==> src/rtl/sonic_vc_demultiplexer_0_if.sv <==
// Avalon-ST beat bundle with channel tag for the SoNIC VC path.
// master drives valid/data/framing/channel, slave drives ready.
interface sonic_vc_demultiplexer_0_if #(
  parameter int DATA_WIDTH  = 128,
  parameter int EMPTY_WIDTH = 2
);
  logic                   valid;
  logic                   ready;
  logic                   channel;
  logic [DATA_WIDTH-1:0]  data;
  logic                   error;
  logic                   startofpacket;
  logic                   endofpacket;
  logic [EMPTY_WIDTH-1:0] empty;

  modport master (
    output valid, channel, data, error,
    output startofpacket, endofpacket, empty,
    input  ready
  );

  modport slave (
    input  valid, channel, data, error,
    input  startofpacket, endofpacket, empty,
    output ready
  );
endinterface

==> src/rtl/sonic_vc_demultiplexer_0.sv <==
// Packet demux: steers whole packets to out0/out1 by the SOP channel tag.
// Ports: clk, reset_n, in_st (slave), out0_st/out1_st (master), drop/viol counters.
module sonic_vc_demultiplexer_0 #(
  parameter int DATA_WIDTH  = 128,
  parameter int EMPTY_WIDTH = 2,
  parameter int CNT_WIDTH   = 16
) (
  input  logic                  clk,
  input  logic                  reset_n,
  sonic_vc_demultiplexer_0_if.slave  in_st,
  sonic_vc_demultiplexer_0_if.master out0_st,
  sonic_vc_demultiplexer_0_if.master out1_st,
  output logic [CNT_WIDTH-1:0]  drop_count,
  output logic [CNT_WIDTH-1:0]  viol_count
);

  typedef struct packed {
    logic [DATA_WIDTH-1:0]  data;
    logic                   error;
    logic                   sop;
    logic                   eop;
    logic [EMPTY_WIDTH-1:0] empty;
  } beat_t;

  typedef enum logic {S_IDLE, S_PKT} state_e;

  state_e               state_q, state_d;
  logic                 lock_q, lock_d;
  logic [1:0]           vld_q, vld_d;
  beat_t [1:0]          pay_q, pay_d;
  logic [CNT_WIDTH-1:0] drop_q, drop_d;
  logic [CNT_WIDTH-1:0] viol_q, viol_d;

  logic [1:0] ordy;
  logic [1:0] load;
  logic       orphan;
  logic       mismatch;
  logic       tgt;
  logic       in_ready;
  logic       accept;
  logic       drop_inc;
  logic       viol_inc;
  beat_t      beat_in;

  assign ordy = {out1_st.ready, out0_st.ready};

  always_ff @(posedge clk or negedge reset_n) begin
    if (!reset_n) begin
      state_q <= S_IDLE;
      lock_q  <= 1'b0;
    end else begin
      state_q <= state_d;
      lock_q  <= lock_d;
    end
  end

  always_comb begin
    state_d = state_q;
    lock_d  = lock_q;
    if (accept && !orphan) begin
      state_d = in_st.endofpacket ? S_IDLE : S_PKT;
      if (in_st.startofpacket) lock_d = in_st.channel;
    end
  end

  // A SOP seen mid-packet restarts on its own channel;
  // only continuation beats follow the latched port.
  always_comb begin
    orphan   = 1'b0;
    mismatch = 1'b0;
    tgt      = in_st.channel;
    unique case (state_q)
      S_IDLE: orphan = !in_st.startofpacket;
      S_PKT: begin
        if (!in_st.startofpacket) begin
          tgt      = lock_q;
          mismatch = in_st.channel != lock_q;
        end
      end
    endcase
    in_ready = reset_n
             && (orphan || ordy[tgt] || !vld_q[tgt]);
    accept   = in_st.valid && in_ready;
    load     = 2'b00;
    if (accept && !orphan) load[tgt] = 1'b1;
    drop_inc = accept && orphan;
    viol_inc = accept && (state_q == S_PKT)
             && (in_st.startofpacket || mismatch);
  end

  always_comb begin
    beat_in = '{
      data:  in_st.data,
      error: in_st.error | mismatch,
      sop:   in_st.startofpacket,
      eop:   in_st.endofpacket,
      empty: in_st.empty
    };
    for (int n = 0; n < 2; n++) begin
      vld_d[n] = load[n] | (vld_q[n] & ~ordy[n]);
      pay_d[n] = load[n] ? beat_in : pay_q[n];
    end
    drop_d = (drop_inc && drop_q != '1)
           ? drop_q + 1'b1 : drop_q;
    viol_d = (viol_inc && viol_q != '1)
           ? viol_q + 1'b1 : viol_q;
  end

  always_ff @(posedge clk or negedge reset_n) begin
    if (!reset_n) begin
      vld_q  <= '0;
      pay_q  <= '0;
      drop_q <= '0;
      viol_q <= '0;
    end else begin
      vld_q  <= vld_d;
      pay_q  <= pay_d;
      drop_q <= drop_d;
      viol_q <= viol_d;
    end
  end

  assign in_st.ready = in_ready;

  assign out0_st.valid         = vld_q[0];
  assign out0_st.channel       = 1'b0;
  assign out0_st.data          = pay_q[0].data;
  assign out0_st.error         = pay_q[0].error;
  assign out0_st.startofpacket = pay_q[0].sop;
  assign out0_st.endofpacket   = pay_q[0].eop;
  assign out0_st.empty         = pay_q[0].empty;

  assign out1_st.valid         = vld_q[1];
  assign out1_st.channel       = 1'b1;
  assign out1_st.data          = pay_q[1].data;
  assign out1_st.error         = pay_q[1].error;
  assign out1_st.startofpacket = pay_q[1].sop;
  assign out1_st.endofpacket   = pay_q[1].eop;
  assign out1_st.empty         = pay_q[1].empty;

  assign drop_count = drop_q;
  assign viol_count = viol_q;

endmodule

==> src/flat_wrapper.sv <==
// flat-port wrapper written by rule: the top's interface ports become plain ports
module sonic_vc_demultiplexer_0_flat 
#(
  parameter int DATA_WIDTH  = 128,
  parameter int EMPTY_WIDTH = 2,
  parameter int CNT_WIDTH   = 16
)
  (clk, reset_n, drop_count, viol_count, in_st_valid, in_st_channel, in_st_data, in_st_error, in_st_startofpacket, in_st_endofpacket, in_st_empty, in_st_ready, out0_st_valid, out0_st_channel, out0_st_data, out0_st_error, out0_st_startofpacket, out0_st_endofpacket, out0_st_empty, out0_st_ready, out1_st_valid, out1_st_channel, out1_st_data, out1_st_error, out1_st_startofpacket, out1_st_endofpacket, out1_st_empty, out1_st_ready);
  sonic_vc_demultiplexer_0_if #(.DATA_WIDTH(DATA_WIDTH), .EMPTY_WIDTH(EMPTY_WIDTH)) in_st_i ();
  sonic_vc_demultiplexer_0_if #(.DATA_WIDTH(DATA_WIDTH), .EMPTY_WIDTH(EMPTY_WIDTH)) out0_st_i ();
  sonic_vc_demultiplexer_0_if #(.DATA_WIDTH(DATA_WIDTH), .EMPTY_WIDTH(EMPTY_WIDTH)) out1_st_i ();
  input  logic clk;
  input  logic reset_n;
  output logic [CNT_WIDTH-1:0] drop_count;
  output logic [CNT_WIDTH-1:0] viol_count;
  input wire logic [$bits(in_st_i.valid)-1:0] in_st_valid;
  input wire logic [$bits(in_st_i.channel)-1:0] in_st_channel;
  input wire logic [$bits(in_st_i.data)-1:0] in_st_data;
  input wire logic [$bits(in_st_i.error)-1:0] in_st_error;
  input wire logic [$bits(in_st_i.startofpacket)-1:0] in_st_startofpacket;
  input wire logic [$bits(in_st_i.endofpacket)-1:0] in_st_endofpacket;
  input wire logic [$bits(in_st_i.empty)-1:0] in_st_empty;
  output wire logic [$bits(in_st_i.ready)-1:0] in_st_ready;
  output wire logic [$bits(out0_st_i.valid)-1:0] out0_st_valid;
  output wire logic [$bits(out0_st_i.channel)-1:0] out0_st_channel;
  output wire logic [$bits(out0_st_i.data)-1:0] out0_st_data;
  output wire logic [$bits(out0_st_i.error)-1:0] out0_st_error;
  output wire logic [$bits(out0_st_i.startofpacket)-1:0] out0_st_startofpacket;
  output wire logic [$bits(out0_st_i.endofpacket)-1:0] out0_st_endofpacket;
  output wire logic [$bits(out0_st_i.empty)-1:0] out0_st_empty;
  input wire logic [$bits(out0_st_i.ready)-1:0] out0_st_ready;
  output wire logic [$bits(out1_st_i.valid)-1:0] out1_st_valid;
  output wire logic [$bits(out1_st_i.channel)-1:0] out1_st_channel;
  output wire logic [$bits(out1_st_i.data)-1:0] out1_st_data;
  output wire logic [$bits(out1_st_i.error)-1:0] out1_st_error;
  output wire logic [$bits(out1_st_i.startofpacket)-1:0] out1_st_startofpacket;
  output wire logic [$bits(out1_st_i.endofpacket)-1:0] out1_st_endofpacket;
  output wire logic [$bits(out1_st_i.empty)-1:0] out1_st_empty;
  input wire logic [$bits(out1_st_i.ready)-1:0] out1_st_ready;
  assign in_st_i.valid = in_st_valid;
  assign in_st_i.channel = in_st_channel;
  assign in_st_i.data = in_st_data;
  assign in_st_i.error = in_st_error;
  assign in_st_i.startofpacket = in_st_startofpacket;
  assign in_st_i.endofpacket = in_st_endofpacket;
  assign in_st_i.empty = in_st_empty;
  assign in_st_ready = in_st_i.ready;
  assign out0_st_valid = out0_st_i.valid;
  assign out0_st_channel = out0_st_i.channel;
  assign out0_st_data = out0_st_i.data;
  assign out0_st_error = out0_st_i.error;
  assign out0_st_startofpacket = out0_st_i.startofpacket;
  assign out0_st_endofpacket = out0_st_i.endofpacket;
  assign out0_st_empty = out0_st_i.empty;
  assign out0_st_i.ready = out0_st_ready;
  assign out1_st_valid = out1_st_i.valid;
  assign out1_st_channel = out1_st_i.channel;
  assign out1_st_data = out1_st_i.data;
  assign out1_st_error = out1_st_i.error;
  assign out1_st_startofpacket = out1_st_i.startofpacket;
  assign out1_st_endofpacket = out1_st_i.endofpacket;
  assign out1_st_empty = out1_st_i.empty;
  assign out1_st_i.ready = out1_st_ready;
  sonic_vc_demultiplexer_0 #(.DATA_WIDTH(DATA_WIDTH), .EMPTY_WIDTH(EMPTY_WIDTH), .CNT_WIDTH(CNT_WIDTH)) u_core (.clk(clk), .reset_n(reset_n), .in_st(in_st_i), .out0_st(out0_st_i), .out1_st(out1_st_i), .drop_count(drop_count), .viol_count(viol_count));
endmodule
==> config.mk <==
export PLATFORM = sky130hd
export DESIGN_NAME = sonic_vc_demultiplexer_0_flat
export DESIGN_NICKNAME = d
export VERILOG_FILES = /design/src/rtl/sonic_vc_demultiplexer_0_if.sv /design/src/rtl/sonic_vc_demultiplexer_0.sv /design/src/flat_wrapper.sv
export SDC_FILE = /design/constraint.sdc
export NUM_CORES = 1
export LEC_CHECK = 0
export CELL_PAD_IN_SITES_DETAIL_PLACEMENT = 0
export CELL_PAD_IN_SITES_GLOBAL_PLACEMENT = 1
export CORE_MARGIN = 2
export CORE_UTILIZATION = 38
export DETAILED_ROUTE_END_ITERATION = 6
export GPL_ROUTABILITY_DRIVEN = 0
export PLACE_DENSITY_LB_ADDON = 0.1
export SYNTH_ARGS = -nofsm -noshare
export SYNTH_HDL_FRONTEND = slang
export SYNTH_SLANG_ARGS = --single-unit
==> constraint.sdc <==
create_clock -name clk -period 3.9 [get_ports clk]
set_input_delay 1.17 -clock clk [delete_from_list [all_inputs] [get_ports clk]]
set_output_delay 1.17 -clock clk [all_outputs]
set_load 0.05 [all_outputs]
==> summary.md, run 1 <==
| Metric | Value |
|---|---|
| Startpoint Class | `input port` |
| Slowest stage delay, CP | `between 0.3 and 0.4 ns` |
| Post-synth EDFFs | `0` |
| Max-slew violations | `0` |
| Final hold vios | `0` |
| Top delay family on crit path | `buffers and inverters` |
| Post-synthesis cell type count | `39` |
| Initial Util | `0.384` |
| Top FF cell, synth | `dfrtp_1` |
| I/O pin cnt | `442` |
| Synth Cell Area | `11700 µm²` |
| # Post-CTS Setup Buffers | `0` |
| Post-cts resize count | `0` |
| # setup viols final | `0` |
| Fill count | `around 2500` |
| First-pass GRT wire length | `48200 µm` |
| Wire length per cell | `approximately 20 µm` |
| Post-Route WL | `~32000 µm` |
| Die Width | `about 180 µm` |
| Flop2flop setup slack | `around 1.8 ns` |
| Ranking of synthesized cells by area | `dfrtp_1 (65%), mux2_2 (17%), mux2_1 (9.0%), xnor2_1 (1.7%), buf_2 (1.0%)` |
| Register bit count reported by yosys | `302` |
| Asr flop ratio synth | `1.00` |
| F_max | `around 0.27 GHz` |
| Vias per std cell | `~4.8` |
| Biggest area consumer among synthesized cells | `dfrtp_1` |
| Max cap viols | `0` |
| CTS tree | `built` |
| GRT Overall Usage | `0.197` |
| Antenna Nets Post-Route | `0` |
| Worst slack, placed | `0.149 ns` |
| Clk sinks | `~300` |
| Core area | `roughly 30000 µm²` |
| WP data required | `2.73 ns` |
| HP Start | `u_core.out1_st.data[62]` |
| RSZ-0062 raised after global routing | `false` |
| # rows | `64` |
| Vias | `around 8000` |
| H-tree levels | `2` |
| Relative slew slack | `0.338` |
| Root Driver | `clkbuf_16` |
| Setup crit start | `out0_st_ready` |
| Die area | `between 30000 and 40000 µm²` |
| R2r startpoint | `u_core.vld_q[0]` |
| Post-layout min period | `roughly 3.8 ns` |
| Setup_tns | `0 ns` |
| Area Overhead vs Synth | `51.6%` |
| Setup ws final | `roughly 0.14 ns` |
| Critical Path Slowest Stage Cell | `clkdlybuf4s50_1` |
| Critical path arrival | `2.59 ns` |
| Synthesized net count | `approximately 880` |
| Final critical-path share of the clock period | `0.964` |
| Share of layout cells above drive strength 1 | `0.206` |
| Clock transition at the registers of the reported paths | `about 0.060 ns` |
| CP endpoint kind | `output pin` |
| Power Density | `roughly 790 nW/µm²` |
| Die Y | `between 150 and 200 µm` |
| Multi-input gate area in the final layout | `~3900 µm²` |
| Syn Inst Count | `between 700 and 800` |
| Synthesis Warnings | `0` |
| CP Cell Sequence | `clkdlybuf4s50_1 -> nand2b_1 -> o22ai_1 -> a21oi_1 -> and2_1 -> buf_12` |
| Later-pin clock latency in the skew report | `roughly 0.51 ns` |
| Port buffer count | `around 440` |
| Top-count cell post-synth | `dfrtp_1` |
| Final core occ | `0.582` |
| Vias in the first global route | `8142` |
| HP Class | `reg -> reg` |
| Tot Pwr | `between 10 and 15 mW` |
| Register area share after synthesis | `0.647` |
| Final #Nets | `around 1300` |
| Actual slew at the worst max-slew pin | `just under 1 ns` |
| Number of buffers and inverters on the critical path | `2` |
| Drt drc | `0` |
| Overflow after GRT | `0` |
| Clock Skew | `roughly 0.017 ns` |
| Max clock buf depth | `3` |
| Post-synth top area share | `0.647` |
| Status | `finished, final reports clean` |
| Hold buffer count at cts | `0` |
| Largest net degree at the start of global routing | `approximately 150` |
| Register area | `roughly 7600 µm²` |
| Critical Path Fanout Max | `7` |
| Syn Area/Cell | `~16 µm²` |
| Drt initial violations | `280` |
| Leakage | `between 7 and 8 nW` |
| CTS Buf Count | `35` |
| Crit Path Category | `in -> out` |
| Post-synth top cells | `dfrtp_1 (302), mux2_2 (176), mux2_1 (93), buf_2 (24), xnor2_1 (23)` |
| Final HPWL DP | `23300 µm` |
| Drt first pass iters | `4` |
| Initial antenna violation count | `6` |
| Max VDD drop | `432 µV` |
-- final timing paths --
path,to,depth (start not counted)
worst max-delay path,in_st_ready,6
worst min-delay path,u_core.out1_st.data[62],1
worst max register to register,u_core.out1_st.data[105],6
worst min register to register,u_core.out1_st.data[62],1
max in group asynchronous,u_core.out0_st.data[83],3
min in group asynchronous,u_core.vld_q[1],2
-- sequential cells by signal, summed over array words and instances, names as in the netlist, 2 cells and up --
register              count
u_core.vld_q              2
u_core.out0_st.empty      2
u_core.viol_count        16
u_core.drop_count        16
u_core.out1_st.data     128
u_core.out1_st.empty      2
u_core.out0_st.data     128
-- placed cells by master, fill, tap and decap left out, types with 9 or more instances in the layout --
cell type	synthesis	routed
dfrtp_1	302	302
xnor2_1	23	23
mux2_2	176	176
mux2_1	93	93
nand4_1	13	13
and3_1	9	9
nand2_1	15	15
clkbuf_16	0	35
clkdlybuf4s50_1	0	437
clkbuf_8	0	12
buf_4	3	9
nand3_1	21	21
-- per-stage QoR --
stage | hold WS [ns] | cells | cell area (µm²)
final | 0.481 | 1626 | 17700
after global routing | 0.499 | 1626 | 17700
after CTS | 0.486 | 1622 | 17700
after detailed placement | 0.474 | 1560 | 16600
after global placement | 0.467 | 1560 | 16600
after floorplan | 0.564 | 743 | 11700
-- cells by family (layout without fill, tap and decap cells) --
family	count (synthesis)	after routing	share of synthesized area
DFF	302	302	0.647
muxes	270	270	0.260
and+or+nand+nor	86	86	0.0398
buffers and inverters	38	521	0.0196
xor gates and xnor gates	30	30	0.0225
AOI/OAI and AO/OA	13	13	0.00878
adders and majority gates	2	2	0.00214
other	2	6	0.000643
-- layer usage --
metal,up-vias,GRT usage,wire length [µm]
met2,312,0.330,15900
met5,-,0,26
met4,4,0.0692,839
li1,3555,-,-
met3,49,0.0935,3700
met1,3894,0.219,11700
-- report_power, final --
| part | switching [mW] | total (mW) | internal (mW) | leakage [nW] |
|---|---|---|---|---|
| clock | 1.26 | 3.15 | 1.89 | 0.557 |
| combinational | 4.13 | 6.33 | 2.20 | 3.24 |
| sequential | 0.472 | 4.49 | 4.02 | 3.65 |
-- layout make-up --
class	instances	area share
clock inverters	7	0.00282
clock buffers	55	0.0604
well taps	396	0.0280
repair buffers	455	0.261
multi-input cells	403	0.220
flip-flops and latches	302	0.427
diodes	4	0.000565
inverters	4	0.000847
-- worst register-to-register path, stage by stage (launching register included) --
cell	delay, ns
dfrtp_1	0.38
nand2b_1	0.21
a21boi_1	0.11
or2_1	0.25
a21oi_4	0.22
buf_12	0.38
mux2_2	0.45
Note: power is estimated with default switching activity, not from simulation.
==> run 2, diff against run 1 <==
Settings changed: GPL_TIMING_DRIVEN from default to 0.
==> summary.md, run 2 (synthesis results as in run 1) <==
| Metric | Value |
|---|---|
| Max cap viols | `0` |
| Slowest stage delay, CP | `roughly 0.49 ns` |
| Vias | `about 8000` |
| Fin cells | `around 1600` |
| Max VDD drop | `471 µV` |
| Vias per std cell | `a little under 5` |
| Largest net degree at the start of global routing | `113` |
| Antenna Nets Post-Route | `0` |
| Fill count | `around 2600` |
| WP data required | `~2.7 ns` |
| Placed Cells | `1580` |
| Core area | `30400 µm²` |
| Clock Skew | `approximately 0.012 ns` |
| Final hold slack | `between 0.4 and 0.5 ns` |
| Hold buffer count at cts | `0` |
| Area Overhead vs Synth | `52.0%` |
| Commonest non-fill, non-tap cells in the layout | `clkdlybuf4s50_1 (437), dfrtp_1 (302), mux2_2 (176)` |
| CTS Buf Count | `35` |
| Port buffer count | `439` |
| Root Driver | `clkbuf_16` |
| RSZ-0062 raised after global routing | `false` |
| Overflow after GRT | `0` |
| Critical Path Fanout Max | `10` |
| Later-pin clock latency in the skew report | `0.51 ns` |
| Die Width | `179 µm` |
| Final core occ | `0.584` |
| CTS tree | `built` |
| Top delay family on crit path | `buffers and inverters` |
| Max-slew violations | `0` |
| Startpoint Class | `input port` |
| CP endpoint kind | `output pin` |
| H-tree levels | `2` |
| # Post-CTS Setup Buffers | `0` |
| Critical Path Slowest Stage Cell | `clkdlybuf4s50_1` |
| Multi-input gate area in the final layout | `3910 µm²` |
| Wire length per cell | `20.1 µm` |
| Cell mode on critical path | `clkbuf_4` |
| GRT Overall Usage | `0.198` |
| Final critical-path share of the clock period | `0.974` |
| Initial Util | `0.384` |
| Clk sinks | `a little over 300` |
| Actual slew at the worst max-slew pin | `between 0.6 and 0.7 ns` |
| Post-layout min period | `3.80 ns` |
| Max clock buf depth | `3` |
| Leakage | `7.49 nW` |
| Drt first pass iters | `4` |
| Final #Nets | `~1400` |
| Critical path arrival | `approximately 2.6 ns` |
| HP Class | `reg -> reg` |
| Number of buffers and inverters on the critical path | `3` |
| Clock transition at the registers of the reported paths | `around 0.05 ns` |
| First-pass GRT wire length | `48300 µm` |
| Die Y | `approximately 180 µm` |
| Power Density | `785 nW/µm²` |
| Die area | `about 32000 µm²` |
| Register area | `about 7600 µm²` |
| Final hold vios | `0` |
| Relative slew slack | `0.565` |
| Share of layout cells above drive strength 1 | `0.217` |
| Most common cell after layout, fill and taps aside | `clkdlybuf4s50_1` |
| Drt drc | `0` |
| CP Cell Sequence | `clkdlybuf4s50_1 -> clkbuf_4 -> nand2_1 -> o22ai_2 -> a21oi_1 -> and2_1 -> clkbuf_4` |
| Crit Path Category | `in -> out` |
| # setup viols final | `0` |
| F_max | `~0.26 GHz` |
| Vias in the first global route | `8143` |
| Final HPWL DP | `~24000 µm` |
| # rows | `64` |
| Drt initial violations | `just over 300` |
| Post-Route WL | `approximately 33000 µm` |
| Status | `finished, final reports clean` |
| Initial antenna violation count | `2` |
| Setup_tns | `0 ns` |
| I/O pin cnt | `~440` |
## run 2: worst reg2reg max path, stage by stage (launching register included)
cell      delay, ns
dfrtp_1        0.37
nand2b_1       0.06
buf_2          0.18
a21boi_1       0.09
or2_1          0.24
a21oi_4        0.36
buf_4          0.30
buf_6          0.20
mux2_1         0.35
## run 2: path summary, 6_finish.rpt
check,startpoint,end,slack [ns],cells past startpoint
setup / recovery,in_st_startofpacket,in_st_ready,0.10,7
hold / removal,u_core.out0_st.data[123],u_core.out0_st.data[123],0.48,1
setup reg to reg,u_core.vld_q[0],u_core.out1_st.data[47],1.63,8
hold reg to reg,u_core.out0_st.data[123],u_core.out0_st.data[123],0.48,1
max in group asynchronous,reset_n,u_core.out0_st.data[38],2.35,2
min in group asynchronous,reset_n,u_core.out0_st.data[80],0.58,1
## run 2: what timing repair did
item,4_1_cts,5_1_grt
gates cloned,0,1
endpoints found under the setup margin,1,1
gates resized for setup,7,2
## run 2: layout make-up
type,count,area share
antenna,3,0.000423
buffer,34,0.0122
clock buffer,47,0.0546
clock inverter,10,0.00641
inverter,4,0.000845
multi-input combinational,403,0.220
sequential,302,0.425
tap,396,0.0279
timing repair buffer,442,0.252
## run 2: metrics by stage
step / worst slack (ns) / cell area, µm² / power, mW
6_report: 0.101 / 17800 / 14.0
5_1_grt: 0.00760 / 17800 / 14.5
2_1_floorplan: 0.627 / 11700 / 8.48
3_5_place_dp: -0.686 / 16600 / 10.9
4_1_cts: 0.0573 / 17700 / 14.1
3_3_place_gp: -15.07 / 16600 / 10.9
## run 2: metal layers
layer / wire, µm / part of all wire / track usage
met5: 0 / 0 / 0
met1: 12200 / 0.37 / 0.226
met4: 617 / 0.019 / 0.0538
met3: 3790 / 0.12 / 0.0926
met2: 16300 / 0.49 / 0.335
## run 2: where the power goes
| part | total (mW) | leakage (nW) | switching [mW] | internal [mW] |
|---|---|---|---|---|
| Combinational | 6.35 | 3.30 | 4.14 | 2.20 |
| Clock | 3.12 | 0.533 | 1.24 | 1.87 |
| Sequential | 4.49 | 3.65 | 0.474 | 4.02 |
